==> config.mk <==
export PLATFORM = sky130hd
export DESIGN_NAME = vx_tcu_tfr_join_pipe
export DESIGN_NICKNAME = d
export VERILOG_FILES = /design/src/rtl/vx_tcu_tfr_join_pipe.sv
export SDC_FILE = /design/constraint.sdc
export NUM_CORES = 1
export LEC_CHECK = 0
export ABC_AREA = 1
export CORE_AREA = 2 2 269 271
export CTS_CLUSTER_SIZE = 10
export DETAILED_ROUTE_END_ITERATION = 10
export DIE_AREA = 0 0 271 273
export GPL_ROUTABILITY_DRIVEN = 1
export RECOVER_POWER = 25
export SLEW_MARGIN = 20
export SYNTH_ARGS = -nofsm -noshare
export SYNTH_HDL_FRONTEND = slang
export SYNTH_SLANG_ARGS = --single-unit
==> constraint.sdc <==
create_clock -name clk -period 8.3 [get_ports clk]
set_clock_uncertainty 0.15 [all_clocks]
set_input_delay 1.245 -clock clk [delete_from_list [all_inputs] [get_ports clk]]
set_output_delay 1.245 -clock clk [all_outputs]
set_load 0.005 [all_outputs]
==> src/rtl/vx_tcu_tfr_join_pipe.sv <==
// TCU FEDP join stage: selects the product path, appends the C-term as the
// last lane, folds exceptions and feeds the aligner with per-term exponents
// plus their maximum. Two elastic stages with valid/ready flow control.

package vx_tcu_tfr_join_pkg;

  localparam int unsigned SIG_W = 25;

  typedef struct packed {
    logic is_nan;
    logic is_inf;
    logic sign;
  } fedp_excep_t;

  localparam logic [3:0] FMT_FP16 = 4'd1;
  localparam logic [3:0] FMT_BF16 = 4'd2;
  localparam logic [3:0] FMT_FP8  = 4'd3;
  localparam logic [3:0] FMT_BF8  = 4'd4;
  localparam logic [3:0] FMT_TF32 = 4'd5;
  localparam logic [3:0] FMT_I8   = 4'd9;
  localparam logic [3:0] FMT_U8   = 4'd10;
  localparam logic [3:0] FMT_I4   = 4'd11;
  localparam logic [3:0] FMT_U4   = 4'd12;
  localparam logic [3:0] FMT_MXI8 = 4'd13;

endpackage

module vx_tcu_tfr_join_pipe
  import vx_tcu_tfr_join_pkg::*;
#(
  parameter int unsigned N      = 2,
  parameter int unsigned TCK    = 2 * N,
  parameter int unsigned W      = 25,
  parameter int unsigned WA     = 28,
  parameter int unsigned EXP_W  = 10,
  parameter int unsigned REQ_W  = 32,
  // one enable bit per format id; unsupported ids are rejected regardless
  parameter logic [15:0] FMT_EN = 16'h3E3E
) (
  input  logic                       clk,
  input  logic                       reset_n,
  input  logic                       valid_in,
  output logic                       ready_in,
  input  logic [REQ_W-1:0]           req_id_in,
  input  logic [3:0]                 fmt_s,
  input  logic                       c_en,
  input  logic [31:0]                c_val,
  input  logic [TCK*SIG_W-1:0]       sig_f16,
  input  logic [TCK*EXP_W-1:0]       exp_f16,
  input  fedp_excep_t [TCK-1:0]      exc_f16,
  input  logic [TCK*SIG_W-1:0]       sig_f8,
  input  logic [TCK*EXP_W-1:0]       exp_f8,
  input  fedp_excep_t [TCK-1:0]      exc_f8,
  input  logic [TCK*SIG_W-1:0]       sig_int,
  output logic                       valid_out,
  input  logic                       ready_out,
  output logic [REQ_W-1:0]           req_id_out,
  output logic [(TCK+1)*SIG_W-1:0]   sig_out,
  output logic [(TCK+1)*EXP_W-1:0]   exp_out,
  output logic [EXP_W-1:0]           exp_max,
  output fedp_excep_t                exc_out,
  output logic                       fmt_err
);

  // FP32 C exponent rebased into the aligner's exponent frame
  localparam int C_BIAS = (int'(WA) - 1) - (int'(W) - 1) + 128;

  logic is_f16, is_f8, is_int, fmt_ok;
  logic sel_f16, sel_f8, sel_int;

  logic [TCK*SIG_W-1:0]  lane_sig;
  logic [TCK*EXP_W-1:0]  lane_exp;
  fedp_excep_t [TCK-1:0] lane_exc;

  logic [SIG_W-1:0] c_sig;
  logic [EXP_W-1:0] c_exp;
  logic             c_inf, c_nan;

  logic        has_pos, has_neg, any_nan;
  fedp_excep_t red_exc;

  logic adv1, adv2;

  logic                     v1;
  logic [REQ_W-1:0]         s1_id;
  logic [(TCK+1)*SIG_W-1:0] s1_sig;
  logic [(TCK+1)*EXP_W-1:0] s1_exp;
  fedp_excep_t              s1_exc;
  logic                     s1_err;
  logic [EXP_W-1:0]         s1_max_c;

  logic                     v2;
  logic [REQ_W-1:0]         s2_id;
  logic [(TCK+1)*SIG_W-1:0] s2_sig;
  logic [(TCK+1)*EXP_W-1:0] s2_exp;
  logic [EXP_W-1:0]         s2_max;
  fedp_excep_t              s2_exc;
  logic                     s2_err;

  // Format decode and enable gating
  always_comb begin
    is_f16  = (fmt_s == FMT_FP16) || (fmt_s == FMT_BF16) || (fmt_s == FMT_TF32);
    is_f8   = (fmt_s == FMT_FP8)  || (fmt_s == FMT_BF8);
    is_int  = (fmt_s == FMT_I8)   || (fmt_s == FMT_U8)   || (fmt_s == FMT_I4) ||
              (fmt_s == FMT_U4)   || (fmt_s == FMT_MXI8);
    fmt_ok  = FMT_EN[fmt_s] & (is_f16 | is_f8 | is_int);
    sel_f16 = is_f16 & fmt_ok;
    sel_f8  = is_f8  & fmt_ok;
    sel_int = is_int & fmt_ok;
  end

  // Product path mux; integer lanes carry no exponent or exceptions
  always_comb begin
    lane_sig = '0;
    lane_exp = '0;
    lane_exc = '0;
    if (sel_f16) begin
      lane_sig = sig_f16;
      lane_exp = exp_f16;
      lane_exc = exc_f16;
    end else if (sel_f8) begin
      lane_sig = sig_f8;
      lane_exp = exp_f8;
      lane_exc = exc_f8;
    end else if (sel_int) begin
      lane_sig = sig_int;
    end
  end

  // C-term formatting and FP32 special decode
  always_comb begin
    c_sig = '0;
    c_exp = '0;
    c_inf = 1'b0;
    c_nan = 1'b0;
    if (c_en && sel_int) begin
      c_sig = c_val[SIG_W-1:0];
    end else if (c_en && (sel_f16 || sel_f8)) begin
      c_sig = {c_val[31], 1'b1, c_val[22:0]};
      if (c_val[30:23] != 8'h00) begin
        c_exp = EXP_W'(c_val[30:23]) + EXP_W'(C_BIAS);
      end
      if (c_val[30:23] == 8'hFF) begin
        c_nan = |c_val[22:0];
        c_inf = ~|c_val[22:0];
      end
    end
  end

  // Fold lane and C exceptions; opposite infinities cancel to NaN
  always_comb begin
    has_pos = c_inf & ~c_val[31];
    has_neg = c_inf & c_val[31];
    any_nan = c_nan;
    for (int unsigned i = 0; i < TCK; i++) begin
      if (lane_exc[i].is_nan) begin
        any_nan = 1'b1;
      end else if (lane_exc[i].is_inf) begin
        if (lane_exc[i].sign) has_neg = 1'b1;
        else                  has_pos = 1'b1;
      end
    end
    red_exc.is_nan = any_nan | (has_pos & has_neg);
    red_exc.is_inf = (has_pos | has_neg) & ~red_exc.is_nan;
    red_exc.sign   = has_neg & ~has_pos;
  end

  // Elastic advance: a stage moves when it is empty or its consumer moves
  assign adv2     = ready_out | ~v2;
  assign adv1     = adv2 | ~v1;
  assign ready_in = adv1;

  // Stage 1: mux, C-term and exception registers
  always_ff @(posedge clk or negedge reset_n) begin
    if (!reset_n) begin
      v1     <= 1'b0;
      s1_id  <= '0;
      s1_sig <= '0;
      s1_exp <= '0;
      s1_exc <= '0;
      s1_err <= 1'b0;
    end else if (adv1) begin
      v1 <= valid_in;
      if (valid_in) begin
        s1_id  <= req_id_in;
        s1_sig <= {c_sig, lane_sig};
        s1_exp <= {c_exp, lane_exp};
        s1_exc <= red_exc;
        s1_err <= ~fmt_ok;
      end
    end
  end

  // Max exponent across all terms of the stage-1 beat
  always_comb begin
    s1_max_c = '0;
    for (int unsigned i = 0; i < TCK + 1; i++) begin
      if (s1_exp[i*EXP_W +: EXP_W] > s1_max_c) s1_max_c = s1_exp[i*EXP_W +: EXP_W];
    end
  end

  // Stage 2: output registers including exp_max
  always_ff @(posedge clk or negedge reset_n) begin
    if (!reset_n) begin
      v2     <= 1'b0;
      s2_id  <= '0;
      s2_sig <= '0;
      s2_exp <= '0;
      s2_max <= '0;
      s2_exc <= '0;
      s2_err <= 1'b0;
    end else if (adv2) begin
      v2 <= v1;
      if (v1) begin
        s2_id  <= s1_id;
        s2_sig <= s1_sig;
        s2_exp <= s1_exp;
        s2_max <= s1_max_c;
        s2_exc <= s1_exc;
        s2_err <= s1_err;
      end
    end
  end

  assign valid_out  = v2;
  assign req_id_out = s2_id;
  assign sig_out    = s2_sig;
  assign exp_out    = s2_exp;
  assign exp_max    = s2_max;
  assign exc_out    = s2_exc;
  assign fmt_err    = s2_err;

endmodule

==> Word level (Yosys, flattened, before mapping) <==
Memories as Yosys holds them, arrays and structs flattened.
Cells that the tools add are included.
{ "totals": {"n_memories": 1, "register_bits": 434, "mem_bits_ro": 16, "in_bits": 477} }
{ "classes": {"n_eq_ne": 11, "add_sub_neg": 1, "n_reduce_logical": 15, "n_bitwise": 21, "n_lt_le_gt_ge": 6, "muxes": 52} }
{ "memory_table": {"columns": ["name", "words", "width", "rd", "rd_ports_with_merged_regs", "write_ports", "line", "rtl"], "rows": [
  ["(name not given)", 16, 1, 1, 0, 0, "106", "fmt_ok = FMT_EN[fmt_s] & (is_f16 | is_f8 | is_int);"]
]} }
{ "ops": {"columns": ["operator", "n"], "rows": [
  ["100-bit 2-to-1 mux", 3],
  ["40-bit 2-to-1 mux", 2],
  ["10-bit 2-to-1 mux", 5],
  ["25-bit 2-to-1 mux", 2],
  ["10-bit greater-than comparator", 4],
  ["1-bit 2-to-1 mux", 35],
  ["9-bit 2-to-1 mux", 3],
  ["12-bit 2-to-1 mux", 2],
  ["23-bit OR reduction", 1],
  ["4-bit == test (second input constant)", 5],
  ["10-bit by 1-bit greater-than comparator with 1-bit output (second input constant)", 1],
  ["8-bit by 8-bit adder with 9-bit output (second input constant)", 1],
  ["1-bit AND", 9],
  ["4-bit by 2-bit == test with 1-bit output (second input constant)", 2],
  ["4-bit by 3-bit == test with 1-bit output (second input constant)", 2],
  ["8-bit == test (second input constant)", 1],
  ["1-bit logical OR", 8],
  ["8-bit nonzero test", 1],
  ["1-bit inverter", 6],
  ["1-bit bitwise OR", 6],
  ["4-bit by 5-bit less-than comparator with 1-bit output (second input constant)", 1],
  ["4-bit by 1-bit == test with 1-bit output (second input constant)", 1],
  ["2-bit AND reduction", 2],
  ["1-bit logical AND", 2],
  ["1-bit zero test", 1]
]} }

==> Depth between registers and ports, before layout <==
Gate-level depths: netlist (run 1).
{ "depth": {"word_depth": 29, "ltp_mapped": 50, "depth_no_buf": 47} }

==> Least setup slack after synthesis (run 1) <==
No wires, ideal clock.
{ "synth_timing": {"path_kind": "register to register", "startpoint": "register s1_exp[19]", "endpoint": "register s2_max[4], in the netlist exp_max[4]", "slack_ps": 2032, "path_buffers": 4, "synth_period_minus_slack_ps": 6268, "arrival_ps": 6053, "path_stages_with_launch": 43, "setup_ps": 66, "required_ps": 8084, "cell_sequence": "dfrtp_1 ha_1 nand2_2 inv_1 a21oi_2 nand3_2 nand2_4 clkbuf_1 o21ai_0 ha_1 nand2_1 nor2_1 nand3_1 or2_4 nand2_2 buf_6 clkbuf_1 o21ai_0 (+7 left out) nor2_4 nand2_4 nand2_8 buf_8 nand2_2 o21ai_2 ha_1 nand2_1 o21bai_1 a21oi_1 a211oi_1 o21ai_0 a21oi_1 a41oi_1 nand3_2 nand2_1 nand3_1 nand2_1"} }
{ "synth_between": {"elab_chain_cells": 8} }
{ "synth_rtl": {"columns": ["item", "line", "rtl"], "rows": [
  ["from (decl)", "87", "logic [(TCK+1)*EXP_W-1:0] s1_exp;"],
  ["from (signal assigned)", "187", "s1_exp <= {c_exp, lane_exp};"],
  ["10-bit greater-than comparator", "198", "if (s1_exp[i*EXP_W +: EXP_W] > s1_max_c) s1_max_c = s1_exp[i*EXP_W +: EXP_W];"],
  ["10-bit 2-to-1 mux (*)", "198", null],
  ["10-bit greater-than comparator", "198", null],
  ["10-bit 2-to-1 mux (*)", "198", null],
  ["10-bit greater-than comparator", "198", null],
  ["10-bit 2-to-1 mux (*)", "198", null],
  ["10-bit greater-than comparator", "198", null],
  ["10-bit 2-to-1 mux (*)", "198", null],
  ["to (signal assigned)", "218", "s2_max <= s1_max_c;"],
  ["to (decl)", "96", "logic [EXP_W-1:0] s2_max;"]
]} }
Mark *: on every way between the ends. The rest lies on a longest branch, timed or not.
A chain may end at the register's enable or synchronous reset.

==> Final worst setup path (run 1) <==
{ "layout_timing": {"startpoint": "register s1_exp[9]", "endpoint": "register s2_max[0], in the netlist exp_max[0]"} }
{ "layout_between": {"elab_chain_cells": 10} }
{ "layout_rtl": {"columns": ["item", "line"], "rows": [
  ["10-bit by 1-bit greater-than comparator with 1-bit output", "198"],
  ["10-bit 2-to-1 mux (*)", "198"],
  ["10-bit greater-than comparator", "198"],
  ["10-bit 2-to-1 mux (*)", "198"],
  ["10-bit greater-than comparator", "198"],
  ["10-bit 2-to-1 mux (*)", "198"],
  ["10-bit greater-than comparator", "198"],
  ["10-bit 2-to-1 mux (*)", "198"],
  ["10-bit greater-than comparator", "198"],
  ["10-bit 2-to-1 mux (*)", "198"]
]} }
Marks and branches as above.

==> results of run 1 <==
==> sequential cells by signal (all words and copies together), names as in the netlist, 3 cells and up <==
name        count
s1_exc          3
s1_id          32
exp_max        10
req_id_out     32
sig_out       125
exc_out         3
s1_sig        125
exp_out        49
s1_exp         49
==> routing by layer <==
layer / share of wire, % / GRT usage (%) / vias up
met3: 6.2 / 4.37 / 95
met4: 2.4 / 5.26 / 4
met1: 42 / 24.8 / 8724
li1: - / - / 9269
met2: 49 / 32.7 / 591
met5: 0.043 / 0 / -
==> power by group through the flow <==
stage | Clock, uW | Combinational [uW] | Sequential [uW]
floorplan | 0 | 1300 | 2850
global placement | 0 | 2630 | 2880
detailed placement | 0 | 2650 | 2880
CTS | 2130 | 2660 | 2860
global route | 2210 | 2920 | 2920
finish | 2070 | 2620 | 2850
==> cells in the final DEF, fill, tap and decap left out, types with 2 or more instances in the layout <==
master,n
clkbuf_16,51
o22ai_1,31
bufinv_16,2
nand2_4,4
nor3_1,7
diode_2,2
ha_1,39
nand4_1,15
buf_12,3
nand2_1,726
o31ai_1,2
xnor2_1,2
o21bai_1,2
nand3_2,8
dfrtp_1,432
clkbuf_8,2
xor2_1,2
nor2_4,4
inv_4,2
nand4_2,2
a21o_1,2
a32o_1,6
nand2_2,16
clkdlybuf4s50_1,697
a21oi_4,2
o32ai_1,2
buf_4,16
inv_1,246
a31oi_1,45
o21ai_0,359
nand3_1,167
o211ai_1,2
o21ai_2,9
clkinv_8,2
nor4_1,4
nor2_1,50
clkbuf_1,14
a21oi_1,117
==> worst min-delay path, delay by kind of cell, from the launching register on <==
| kind | cells | cell delay, ps |
|---|---|---|
| DFF | 1 | 340 |
| and+or+nand+nor | 2 | 90 |
==> final cells by class <==
cell class / instances / area (sq um)
sequential: 432 / 10800
clock inverter: 6 / 118
inverter: 250 / 948
fill: 7101 / 41500
antenna: 2 / 5.00
timing repair buffer: 717 / 7160
multi-input combinational: 1636 / 7930
clock buffer: 66 / 1350
tap: 950 / 1190
==> path summary, 6_finish.rpt <==
kind	from	to	depth (start not counted)
setup / recovery	s1_exp[9]$_DFFE_PN0P_	exp_max[0]$_DFFE_PN0P_	41
min in group asynchronous	reset_n	s1_id[21]$_DFFE_PN0P_	1
max in group asynchronous	reset_n	req_id_out[20]$_DFFE_PN0P_	1
setup reg to reg	s1_exp[9]$_DFFE_PN0P_	exp_max[0]$_DFFE_PN0P_	41
hold reg to reg	s1_sig[97]$_DFFE_PN0P_	sig_out[97]$_DFFE_PN0P_	2
hold / removal	s1_sig[97]$_DFFE_PN0P_	sig_out[97]$_DFFE_PN0P_	2
==> cell families after synthesis <==
family,Yosys count
simple gates,1007
compound gates,585
flops,432
buf+inv,411
fa+ha+maj,39
xor+xnor,4
other cells,1
==> per-stage QoR <==
step / setup slack (ps) / area, sq um / cells / total power, uW
floorplan: 2030 / 20300 / 2479 / 4140
global placement: 1520 / 28100 / 3985 / 5510
detailed placement: 1410 / 28100 / 3985 / 5530
CTS: 1390 / 29500 / 4057 / 7660
global route: 804 / 29500 / 4059 / 8050
finish: 1400 / 29500 / 4059 / 7540
==> results by group, run 1 <==
Floorplanning
  • Initial core utilization: around 29%
  • # rows: 98
  • Die H: 273 microns
  • Io pins: 700
  • Die area: between 70000 and 80000 sq um
  • Core box area: between 70000 and 80000 sq um
  • Die X: 271 microns

STA
  • Setup TNS: 0 ps
  • Hold Violations, Final: 0
  • Tmin final: 6900 ps
  • Rel. slew slack: -275%
  • Max-slew violation count: between 100 and 150
  • Final worst-path cycle share: slightly above 80%
  • Worst slew pin tran: around 5600 ps
  • Final setup fails: 0
  • RSZ-0062 raised after global routing: false
  • Hold slack: roughly 300 ps
  • Max frequency: roughly 140 MHz

Critical path
  • Setup crit end kind: flip-flop
  • CP Buf/Inv Count: 6
  • Path type of the worst setup path: flip-flop to flip-flop
  • CP max stage cell: a41oi_1
  • Crit path launch type: flip-flop
  • CP Max Fanout: 20
  • Crit path top cell by count: inv_1
  • Flop-to-flop setup slack: 1400 ps
  • Critical path's top delay family: simple AND/OR/NAND/NOR gates
  • Crit path DAT: around 7300 ps
  • CP max stage delay: about 720 ps
  • CP required: ~8700 ps

Clocking
  • Worst-case clock buffer depth: 3
  • Clock latency reported for the late side of the worst-skew pair: between 500 and 600 ps
  • CTS tree: done
  • Root buffer cell: clkbuf_16
  • Post-CTS setup buffers: 0
  • CTS sink cnt: 432
  • Post-CTS Hold Fix Bufs: 0
  • Num CTS Buffers: 51
  • Clk slew on worst S/H paths: 60 ps
  • Post_cts resized: 0
  • H-Tree Depth: 2

Synthesis
  • EDFF count, synth: 0
  • Async SR Flop Fraction: between 90% and 100%
  • Post-Syn Area: roughly 20000 sq um
  • Cell accounting for the most synthesized area: dfrtp_1
  • Synth Area in XOR/XNOR: less than 1%
  • Multiplexer share of the synthesized area: 0%
  • Most numerous cell in the Yosys netlist: nand2_1
  • Mapped Avg Cell Area: about 8.2 sq um
  • Largest family of logic cells by synthesized area: simple AND/OR/NAND/NOR gates
  • Simple-Gate Fraction of Synth Area: between 20% and 30%
  • Synthesized instance count: 2479
  • Synth top area cells: dfrtp_1 (53%), nand2_1 (13%), o21ai_0 (8.9%)
  • Synth Area in Compound Gates: 15.4%
  • YS warnings: 0
  • Syn nets: 2995
  • Post-synthesis sequential area ratio: between 50% and 60%
  • Top cell type's share of synthesized area: between 50% and 60%
  • Post-synth top flop: dfrtp_1
  • Area share of fa/ha/maj cells after synthesis: ~2.4%
  • Synth top cells by count: nand2_1 (727), dfrtp_1 (432), o21ai_0 (359)
  • Post-synth cell types: between 40 and 50
  • Seq cells post-synth: approximately 430

Pwr
  • Internal power: ~5000 uW
  • VDD IR-drop max: roughly 0.00013 V
  • Comb pwr share: between 30% and 40%
  • Power Dens Cells: between 200 and 300 nW/um^2
  • Reg power frac: 37.8%
  • Leakage: 0.0134 uW
  • Sw Pwr: between 2000 and 3000 uW
  • Sw frac: between 30% and 40%
  • Power share of the clock group: between 20% and 30%

GRT
  • Gr ovfl total: 0
  • Initial antenna violation count: 4
  • Largest net degree at the start of global routing: between 200 and 250
  • Total track usage: between 15 and 20%
  • Vias in the first global route: 18219
  • Global-route wire length before repair: roughly 110000 microns

Detailed routing
  • WL final: 74000 microns
  • Vias: around 19000
  • Routed WL per cell: between 15 and 20 microns
  • Initial DRC Count: 1262
  • Post-route ant nets: 0
  • Pre-antenna DRT Iters: 6
  • Vias per cell: 4.60
  • Remaining DRCs: 0

Place
  • DP HPWL: 54200 microns
  • Input/output buffers: about 700
  • GP Congestion: roughly 0.84

Flow run
  • MaxCap Viol Count: 1

Min path
  • Worst min path class: flip-flop to flip-flop

Run status
  • Status: finished with violations
  • Failing checks: capacitance limit, slew limit

Cells and area
  • Final core occ: 41.6%
  • Syn-to-layout area delta: 45.6%
  • Nets@finish: ~3600
  • Layout cells sized above 1: 4.22%
(Power assumes the default switching activity.)
==> run 2: changes to the inputs <==
==> constraint.sdc (replaced) <==
create_clock -name clk -period 6.5 [get_ports clk]
set_clock_uncertainty 0.15 [all_clocks]
set_input_delay 0.975 -clock clk [delete_from_list [all_inputs] [get_ports clk]]
set_output_delay 0.975 -clock clk [all_outputs]
set_load 0.005 [all_outputs]
==> results by group, run 2 (synthesis gave the netlist of run 1 again) <==
Floorplanning
  • Die X: 271 microns (unchanged)
  • # rows: 98 (unchanged)
  • Die H: 273 microns (unchanged)
  • Core box area: 71000 sq um (unchanged)
  • Initial core utilization: 28.5% (unchanged)
  • Die area: 74000 sq um (unchanged)
  • Io pins: 700 (unchanged)

Clocking
  • Num CTS Buffers: 52 (was 51)
  • Worst-case clock buffer depth: 3 (unchanged)
  • Clock latency reported for the late side of the worst-skew pair: 590 ps (about the same)
  • Clk slew on worst S/H paths: 60 ps (about the same)
  • Root buffer cell: clkbuf_16 (unchanged)
  • H-Tree Depth: 2 (unchanged)
  • CTS sink cnt: 432 (unchanged)
  • CTS tree: done (unchanged)

Run status
  • Status: finished with violations (unchanged)
  • Failing checks: capacitance limit, slew limit (unchanged)

Critical path
  • Flop-to-flop setup slack: 440 ps (was 1400 ps)
  • Origin of the worst setup path: s1_exp[19]$_DFFE_PN0P_ (was s1_exp[9]$_DFFE_PN0P_)
  • Critical path's top delay family: simple AND/OR/NAND/NOR gates (unchanged)
  • CP required: 6820 ps (was 8660 ps)
  • Setup crit end kind: flip-flop (unchanged)
  • Crit path launch type: flip-flop (unchanged)
  • Crit. path cell count: 42 (was 41)
  • R2R Path Start: s1_exp[19]$_DFFE_PN0P_ (was s1_exp[9]$_DFFE_PN0P_)
  • R2R depth: 42 (was 41)
  • CP max stage cell: dfrtp_1 (was a41oi_1)
  • CP Max Fanout: 20 (unchanged)
  • Crit path to: exp_max[5]$_DFFE_PN0P_ (was exp_max[0]$_DFFE_PN0P_)
  • Crit path DAT: 6370 ps (was 7260 ps)
  • CP Buf/Inv Count: 7 (was 6)
  • CP max stage delay: 420 ps (was 720 ps)
  • Path type of the worst setup path: flip-flop to flip-flop (unchanged)
  • Crit Reg-Reg Endpoint: exp_max[5]$_DFFE_PN0P_ (was exp_max[0]$_DFFE_PN0P_)

STA
  • Rel. slew slack: -234% (was -275%)
  • Setup TNS: 0 ps (unchanged)
  • Tmin final: 6060 ps (was 6900 ps)
  • Hold Violations, Final: 0 (unchanged)
  • Final worst-path cycle share: 93.2% (was 83.1%)
  • Worst slew pin tran: 5010 ps (was 5630 ps)
  • Max frequency: 165 MHz (was 145 MHz)
  • Max-slew violation count: 153 (was 102)
  • Hold slack: 305 ps (was 296 ps)
  • Final setup fails: 0 (unchanged)

Cells and area
  • Nets@finish: 3613 (was 3604)
  • Filler cells: 7111 (was 7101)
  • Most common cell after layout, fill and taps aside: nand2_1 (unchanged)
  • Design area: 29700 sq um (was 29500 sq um)
  • Layout cells sized above 1: 4.68% (was 4.22%)
  • Commonest non-fill, non-tap cells in the layout: nand2_1 (726), clkdlybuf4s50_1 (696), dfrtp_1 (432) (was nand2_1 (726), clkdlybuf4s50_1 (697), dfrtp_1 (432))
  • Syn-to-layout area delta: 46.8% (was 45.6%)

Min path
  • Worst min path class: flip-flop to flip-flop (unchanged)
  • Hold path start: s1_sig[77]$_DFFE_PN0P_ (was s1_sig[97]$_DFFE_PN0P_)

Detailed routing
  • Vias per cell: 4.66 (was 4.60)
  • WL final: 74200 microns (was 74000 microns)
  • Initial DRC Count: 1235 (was 1262)
  • Pre-antenna DRT Iters: 5 (was 6)
  • Post-route ant nets: 0 (unchanged)
  • Remaining DRCs: 0 (unchanged)
  • Vias: 18969 (was 18683)
  • Routed WL per cell: 18.2 microns (about the same)

Pwr
  • Leakage: 0.0135 uW (was 0.0134 uW)
  • VDD IR-drop max: 0.000243 V (was 0.000132 V)
  • Power Dens Cells: 331 nW/um^2 (was 256 nW/um^2)
  • Total Power: 9830 uW (was 7540 uW)

GRT
  • GRT busiest layer: met2 (unchanged)
  • Gr ovfl total: 0 (unchanged)
  • Global-route wire length before repair: 113000 microns (was 111000 microns)
  • Met3 usage: 4.21% (was 4.37%)
  • Met2 usage: 33.4% (was 32.7%)
  • Initial antenna violation count: 5 (was 4)
  • Vias in the first global route: 18710 (was 18219)
  • Total track usage: 19.5% (was 19.3%)
  • M1 GR Usage: 24.8% (about the same)
  • Largest net degree at the start of global routing: 205 (was 210)

Place
  • Input/output buffers: 698 (unchanged)
  • Cell Area, Placed: 28100 sq um (about the same)
  • GP Congestion: 0.848 (was 0.842)
  • DP HPWL: 53100 microns (was 54200 microns)

Flow run
  • MaxCap Viol Count: 2 (was 1)
[run 2: cell types whose count changed in the layout (fill, tap and decap cells not counted), moves of 2 or more]
cell     delta
o21ai_0    -11
o21ai_1    +10
buf_12      +4
buf_4       +2
nand2_8     +2
nand3_2     -2
nand3_4     +2
[run 2: worst min-delay path, cell delays in order (launching register included)]
cell and delay, ps:
dfrtp_1 340, nand2_1 50, nand2_1 50
[run 2: how the worst min path moves through the flow]
stage                                 endpoint  cells after the start
finish                 sig_out[77]$_DFFE_PN0P_                      2
floorplan               sig_out[0]$_DFFE_PN0P_                      2
detailed placement     sig_out[89]$_DFFE_PN0P_                      2
global placement       sig_out[64]$_DFFE_PN0P_                      2
CTS                 req_id_out[25]$_DFFE_PN0P_                      1
global route           sig_out[85]$_DFFE_PN0P_                      2
[run 2: routing by layer]
metal | vias to the layer above | wire (microns) | part of all wire, %
li1 | 9309 | - | -
met1 | 9004 | 31500 | 42
met2 | 554 | 36500 | 49
met3 | 98 | 4260 | 5.7
met4 | 4 | 1890 | 2.5
met5 | - | 27 | 0.036
[run 2: cell type report]
type                            instances  area [sq um]  share of cell area, %
Antenna cell                            1          2.50                0.00841
Clock buffer                           68          1390                   4.68
Clock inverter                          8           126                  0.425
Inverter                              250           948                   3.19
Multi-Input combinational cell       1637          8010                   26.9
Sequential cell                       432         10800                   36.3
Tap cell                              950          1190                   4.00
Timing Repair Buffer                  724          7270                   24.4
[run 2: power by group]
| part | switching, uW | leakage [uW] | internal [uW] | total (uW) |
|---|---|---|---|---|
| registers | 366 | 0.00551 | 3280 | 3650 |
| logic | 1840 | 0.00727 | 1670 | 3510 |
| clock network | 1110 | 0.000735 | 1560 | 2670 |
[run 2: repair_timing]
| item | in CTS | in global routing |
|---|---|---|
| pin swaps | 0 | 10 |
| hold endpoints to repair | 0 | 0 |
| endpoints found under the setup margin | 4 | 9 |
| setup buffers | 0 | 11 |
| hold buffers | 0 | 0 |
| gates resized for setup | 1 | 20 |
| cloned | 0 | 1 |
[run 2: stage by stage]
stage / util, % / setup slack, ps / std cells
floorplan: - / 232 / 2479
global placement: 39.5 / 19.5 / 3981
detailed placement: 39.5 / 18.2 / 3981
CTS: 41.7 / 101 / 4057
global route: 41.9 / -4.04 / 4069
finish: 41.9 / 444 / 4070
